--- src/rtl/multdiv_seq_pkg.sv ---
// Shared definitions for the sequential multiply/divide unit.
// State encodings, default width, iteration-counter sizing and the most-negative operand value.
package multdiv_seq_pkg;

  localparam int DEF_WIDTH = 32;

  localparam logic [1:0] ST_IDLE = 2'd0;
  localparam logic [1:0] ST_MUL  = 2'd1;
  localparam logic [1:0] ST_DIV  = 2'd2;
  localparam logic [1:0] ST_DONE = 2'd3;

  // Counter must hold the value WIDTH itself, hence the extra bit.
  function automatic int iter_cnt_w(input int w);
    return $clog2(w) + 1;
  endfunction

  localparam int ITER_CNT_W = iter_cnt_w(DEF_WIDTH);

  localparam logic [DEF_WIDTH-1:0] MOST_NEG = {1'b1, {(DEF_WIDTH-1){1'b0}}};

endpackage

--- src/rtl/multdiv_seq_div_restore_step.sv ---
// One restoring-division step: shift in the next dividend bit, trial-subtract the divisor.
// Combinational, zero latency; no flow control.
module multdiv_seq_div_restore_step #(
  parameter int WIDTH = 32
) (
  input  logic [WIDTH-1:0] rem,
  input  logic [WIDTH-1:0] divisor,
  input  logic             bit_in,
  output logic [WIDTH-1:0] rem_next,
  output logic             q_bit
);

  // Remainder is always below the divisor, so the shifted value needs one extra bit.
  logic [WIDTH:0] shifted;
  logic [WIDTH:0] diff;

  always_comb begin
    shifted  = {rem, bit_in};
    diff     = shifted - {1'b0, divisor};
    q_bit    = (shifted >= {1'b0, divisor});
    rem_next = q_bit ? diff[WIDTH-1:0] : shifted[WIDTH-1:0];
  end

endmodule

--- src/rtl/multdiv_seq.sv ---
// Signed multicycle multiply/divide: one bit per cycle, result registered with a one-cycle ready pulse.
// Latency WIDTH+1 edges from start to ready (divide-by-zero: 1); no backpressure, a new start aborts.
import multdiv_seq_pkg::*;

module multdiv_seq #(
  parameter int WIDTH = DEF_WIDTH
) (
  input  logic             clock,
  input  logic             reset,
  input  logic [WIDTH-1:0] data_operandA,
  input  logic [WIDTH-1:0] data_operandB,
  input  logic             ctrl_MULT,
  input  logic             ctrl_DIV,
  output logic [WIDTH-1:0] data_result,
  output logic             data_exception,
  output logic             data_resultRDY,
  output logic             busy
);

  localparam int CW = iter_cnt_w(WIDTH);

  logic [1:0]         state;
  logic [CW-1:0]      cnt;
  // MUL: {partial product, multiplier}. DIV: {remainder, dividend shifting out / quotient shifting in}.
  logic [2*WIDTH-1:0] acc;
  logic [WIDTH-1:0]   opb;
  logic               neg;
  logic               dz;

  logic               start;
  logic [WIDTH-1:0]   mag_a;
  logic [WIDTH-1:0]   mag_b;
  logic [WIDTH:0]     mul_sum;
  logic [2*WIDTH-1:0] mul_next;
  logic [2*WIDTH-1:0] prod;
  logic               mul_ovf;
  logic [WIDTH-1:0]   div_rem_next;
  logic               div_q_bit;
  logic [2*WIDTH-1:0] div_next;
  logic [WIDTH-1:0]   quo;
  logic               div_ovf;

  always_comb begin
    start    = ctrl_MULT | ctrl_DIV;
    mag_a    = data_operandA[WIDTH-1] ? (~data_operandA + 1'b1) : data_operandA;
    mag_b    = data_operandB[WIDTH-1] ? (~data_operandB + 1'b1) : data_operandB;
    mul_sum  = {1'b0, acc[2*WIDTH-1:WIDTH]} + {1'b0, (acc[0] ? opb : {WIDTH{1'b0}})};
    mul_next = {mul_sum, acc[WIDTH-1:1]};
    prod     = neg ? (~acc + 1'b1) : acc;
    mul_ovf  = ~((&prod[2*WIDTH-1:WIDTH-1]) | ~(|prod[2*WIDTH-1:WIDTH-1]));
    div_next = {div_rem_next, acc[WIDTH-2:0], div_q_bit};
    quo      = neg ? (~acc[WIDTH-1:0] + 1'b1) : acc[WIDTH-1:0];
    // Only MOST_NEG / -1 yields a positive magnitude with the top bit set.
    div_ovf  = acc[WIDTH-1] & ~neg;
  end

  multdiv_seq_div_restore_step #(.WIDTH(WIDTH)) u_div_step (
    .rem      (acc[2*WIDTH-1:WIDTH]),
    .divisor  (opb),
    .bit_in   (acc[WIDTH-1]),
    .rem_next (div_rem_next),
    .q_bit    (div_q_bit)
  );

  always_ff @(posedge clock or negedge reset) begin
    if (!reset) begin
      state          <= ST_IDLE;
      cnt            <= '0;
      acc            <= '0;
      opb            <= '0;
      neg            <= 1'b0;
      dz             <= 1'b0;
      data_result    <= '0;
      data_exception <= 1'b0;
    end else if (start) begin
      // Multiply takes priority when both requests arrive together.
      state          <= ctrl_MULT ? ST_MUL : ST_DIV;
      acc            <= {{WIDTH{1'b0}}, (ctrl_MULT ? mag_b : mag_a)};
      opb            <= ctrl_MULT ? mag_a : mag_b;
      neg            <= data_operandA[WIDTH-1] ^ data_operandB[WIDTH-1];
      dz             <= ~ctrl_MULT & ~(|data_operandB);
      cnt            <= (~ctrl_MULT & ~(|data_operandB)) ? '0 : CW'(WIDTH);
      data_result    <= '0;
      data_exception <= 1'b0;
    end else begin
      case (state)
        ST_MUL: begin
          if (cnt == '0) begin
            data_result    <= prod[WIDTH-1:0];
            data_exception <= mul_ovf;
            state          <= ST_DONE;
          end else begin
            acc <= mul_next;
            cnt <= cnt - 1'b1;
          end
        end
        ST_DIV: begin
          if (cnt == '0) begin
            data_result    <= dz ? '0 : quo;
            data_exception <= dz | div_ovf;
            state          <= ST_DONE;
          end else begin
            acc <= div_next;
            cnt <= cnt - 1'b1;
          end
        end
        ST_DONE: state <= ST_IDLE;
        default: state <= ST_IDLE;
      endcase
    end
  end

  assign data_resultRDY = (state == ST_DONE);
  assign busy           = (state == ST_MUL) || (state == ST_DIV);

endmodule
--- config.mk ---
export PLATFORM = sky130hd
export DESIGN_NAME = multdiv_seq
export DESIGN_NICKNAME = d
export VERILOG_FILES = /design/src/rtl/multdiv_seq_pkg.sv /design/src/rtl/multdiv_seq_div_restore_step.sv /design/src/rtl/multdiv_seq.sv
export SDC_FILE = /design/constraint.sdc
export NUM_CORES = 1
export LEC_CHECK = 0
export CORE_ASPECT_RATIO = 0.9
export CORE_MARGIN = 4
export CORE_UTILIZATION = 65
export DETAILED_ROUTE_END_ITERATION = 16
export GPL_TIMING_DRIVEN = 0
export PLACE_DENSITY = 0.94
export SYNTH_ARGS = -nofsm -noshare
export SYNTH_HDL_FRONTEND = slang
export SYNTH_SLANG_ARGS = --single-unit
--- constraint.sdc ---
create_clock -name clock -period 10.6 [get_ports clock]
set_input_delay 2.12 -clock clock [delete_from_list [all_inputs] [get_ports clock]]
set_output_delay 2.12 -clock clock [all_outputs]
set_load 0.01 [all_outputs]
==> flow_summary.yaml <==
sta:
  fin_crit_ps: 5750
  relSlewSlack_pct: 19.4
  max_freq_mhz: 174
  setup_viol_count_final: 0
  drv_slew: 0
  hold_viol: 0
  rsz0062_at_grt: "false"
  fin_crit_sh_pct: 54.3
  setup_tns_ps: 0
  fin_skew_ps: 13.8
  worst_slew_pin_slew_ps: 1200
floorplan:
  initial_core_util_pct: 66.5
  fp.dieH_microns: 144
  num_rows: 49
  die_width_microns: 159
  coreArea_sq_um: 20100
  io_pins: 103
  dieArea_sq_um: 22900
route:
  drt_iter0_drc: 2318
  wl_per_cell_microns: 24.4
  wl_microns: 51600
  final_antenna_net_count: 0
  firstDrtPassIters: 8
  avgViaCountPerCell: 7.14
  drcViolationCount: 0
  dr_total_vias: 15091
final_layout:
  area.sequential_sq_um: 3480
  nNetsFinal: 1988
  multi_input_area_sq_um: 9210
  drive_gt1_share_pct: 3.60
  antenna_cells: 0
  utilization_pct: 76.0
  area_delta_synth_final_pct: 14.2
  fillers: 1494
placed_design:
  dp_hpwl_microns: 38700
  gp_congestion: 1.10
  io_buffers: 99
run_status:
  status: "complete, no violations"
global_routing:
  grt_pass1_vias: 14055
  grt_max_degree: 94
  met2_usage_pct: 65.5
  grt.met3_usage_pct: 14.2
  grt_use_total_pct: 43.6
  grt_pass1_wl_microns: 78600
  antenna_found_initial: 0
  grt.overflow.total: 0
  grt_busiest_layer: "met2"
  met1_usage_pct: 57.7
yosys:
  synth_edf_count: 0
  muxShareOfSynthArea_pct: 1.38
  synth_area_leader_cell: "dfrtp_1"
  syn_area_sq_um: 13400
  ys_seq_elements: 139
  synth_compound_area_share_pct: 28.7
  yosys.area_share.adder_pct: 7.03
  syn_nets: 1869
  async_flop_share_pct: 100
  netlist_instances: 1727
  synth-main-ff-cell: "dfrtp_1"
  yosys-top-cells-area: "dfrtp_1, ha_1, o21ai_0"
  synth-simple-area-share_pct: 20.6
  ys_seq_area_share_pct: 26.0
  synth_top_family_by_area: "compound AO/OA/AOI/OAI gates"
  ys_types: 77
  yosys.area_share.xor_xnor_pct: 11.1
  ys_warn_count: 0
  yosys.area.top_type_share_pct: 26.0
  postSynthAreaPerCell_sq_um: 7.75
setup_path:
  rrSetupSlack_ps: 5750
  cp-start-kind: "input port"
  crit_top_cell: "or4_1"
  r2r_start: "acc[0]"
  crit_fanout: 6
  ff2ff_path_depth: 14
  path_class: "in2reg"
  cp_slowest_cell: "or4_1"
  rr_endpoint: "data_exception"
  crit_path_end_kind: "flip-flop"
  crit_path_max_incr_delay_ps: 680
  crit_chain: "clkdlybuf4s50_1 > or4_1 > or4b_1 > or2_1 > or3_1 > or3_4 > or4_1 > nand3_1 > o21ai_1 > a22o_1"
  cp_data_required_time_ps: 10910
  critPathArrivalTime_ps: 6070
pwr:
  ir_drop_uv: 97.1
  total_power_mw: 2.00
  p_leak_nw: 6.61
  power.density_nw_per_um2: 131
cts:
  insertion_delay_ps: 450
  cts_buffers: 17
  cts-root-buf: "clkbuf_16"
  cts-resized-gates: 0
  cts_tree: "built"
  postCtsSetupBuffers: 0
  clkSinkCount: 139
  postCtsHoldBufs: 0
  clockBufferDepth: 2
  cts.clk_slew.worst_paths_ps: 70
  h-tree-depth: 4
hold_path:
  holdPathEnd: "data_result[14]"
  holdPathStages: 2
  min_path_type: "reg2reg"
  min_from: "data_result[14]"
flow_run:
  drv_cap: 0
-- sequential cells by signal (all words and copies together) (netlist names) --
signal	cells
dz	1
data_exception	1
acc	64
data_result	32
opb	32
state	2
cnt	6
neg	1
-- worst max-delay path, delay by kind of cell --
kind                   cells  cell delay, ps
AO/OA/AOI/OAI              2             390
buffers and inverters      1             480
AND/OR/NAND/NOR            7            3060
-- stage by stage --
stage | instance area, sq um | hold slack, ps | cells | worst slack [ps]
global placement | 14700 | 462 | 2081 | 1830
global route | 15300 | 511 | 2114 | 4750
finish | 15300 | 491 | 2114 | 4850
detailed placement | 14700 | 469 | 2082 | 4610
floorplan | 13400 | 448 | 1727 | 5470
CTS | 15300 | 484 | 2114 | 4930
-- worst max path at each step --
stage                           startpoint       to  slack [ps]  cells past startpoint
after floorplan           data_operandB[7]   cnt[5]        5470                      9
after global placement               reset  opb[19]        1830                      1
after detailed placement  data_operandB[5]   cnt[5]        4610                     10
after CTS                 data_operandB[5]   cnt[5]        4930                     10
after global routing      data_operandB[5]   cnt[5]        4750                     10
final                     data_operandB[5]   cnt[5]        4850                     10
-- final cells by class --
type | count | share of cell area [%]
Sequential cell | 139 | 22.8
Clock inverter | 14 | 0.811
Clock buffer | 18 | 2.87
Tap cell | 255 | 2.09
Inverter | 68 | 1.67
Multi-Input combinational cell | 1410 | 60.3
Buffer | 110 | 2.83
Timing Repair Buffer | 100 | 6.67
-- layout by cell type, fill, tap and decap left out, types with 22 or more instances in the layout --
cell type	netlist	layout
a21oi_1	94	94
xnor2_1	72	72
a211o_1	29	29
nand2_1	169	169
inv_1	66	66
clkbuf_1	86	86
ha_1	72	72
a211oi_1	72	72
xor2_1	97	97
nor3_1	28	28
nor4_1	23	23
o21ai_0	173	173
nand3_1	22	22
clkdlybuf4s50_1	0	98
or3_1	42	42
nor2b_1	31	31
nor2_1	146	146
o31ai_1	35	35
dfrtp_1	139	139
a21o_1	30	30
-- Yosys cell counts, types with 17 or more instances --
| cell | count |
|---|---|
| dfrtp_1 | 139 |
| ha_1 | 72 |
| o21ai_0 | 173 |
| or4_1 | 21 |
| inv_1 | 66 |
| nand2b_1 | 17 |
| a211o_1 | 29 |
| nand3_1 | 22 |
| nor2b_1 | 31 |
| clkbuf_1 | 86 |
| a21oi_1 | 94 |
| a21o_1 | 30 |
| xnor2_1 | 72 |
| a31oi_1 | 21 |
| o31ai_1 | 35 |
| buf_1 | 18 |
| nor3_1 | 28 |
| nand2_1 | 169 |
| o21ai_1 | 17 |
| xor2_1 | 97 |
| a211oi_1 | 72 |
| or3_1 | 42 |
| nor2_1 | 146 |
| nor4_1 | 23 |
-- power breakdown --
| group | total, mW | switching, mW | internal [mW] |
|---|---|---|---|
| Clock | 0.596 | 0.281 | 0.315 |
| Sequential | 0.647 | 0.0701 | 0.577 |
| Combinational | 0.754 | 0.481 | 0.273 |
-- per-layer routing --
| layer | vias to the layer above | wire length (microns) |
|---|---|---|
| met5 | - | 0 |
| met4 | 0 | 2910 |
| met3 | 230 | 7690 |
| met2 | 1244 | 21400 |
| met1 | 7042 | 19600 |
| li1 | 6575 | - |
-- cell families after synthesis --
family	after synthesis
multiplexers	18
AND/OR/NAND/NOR	561
adder cells (fa/ha/maj)	74
AO/OA/AOI/OAI	588
buffers and inverters	178
XOR/XNOR	169
flip-flops	139
Power figures use the tool's default switching activity.
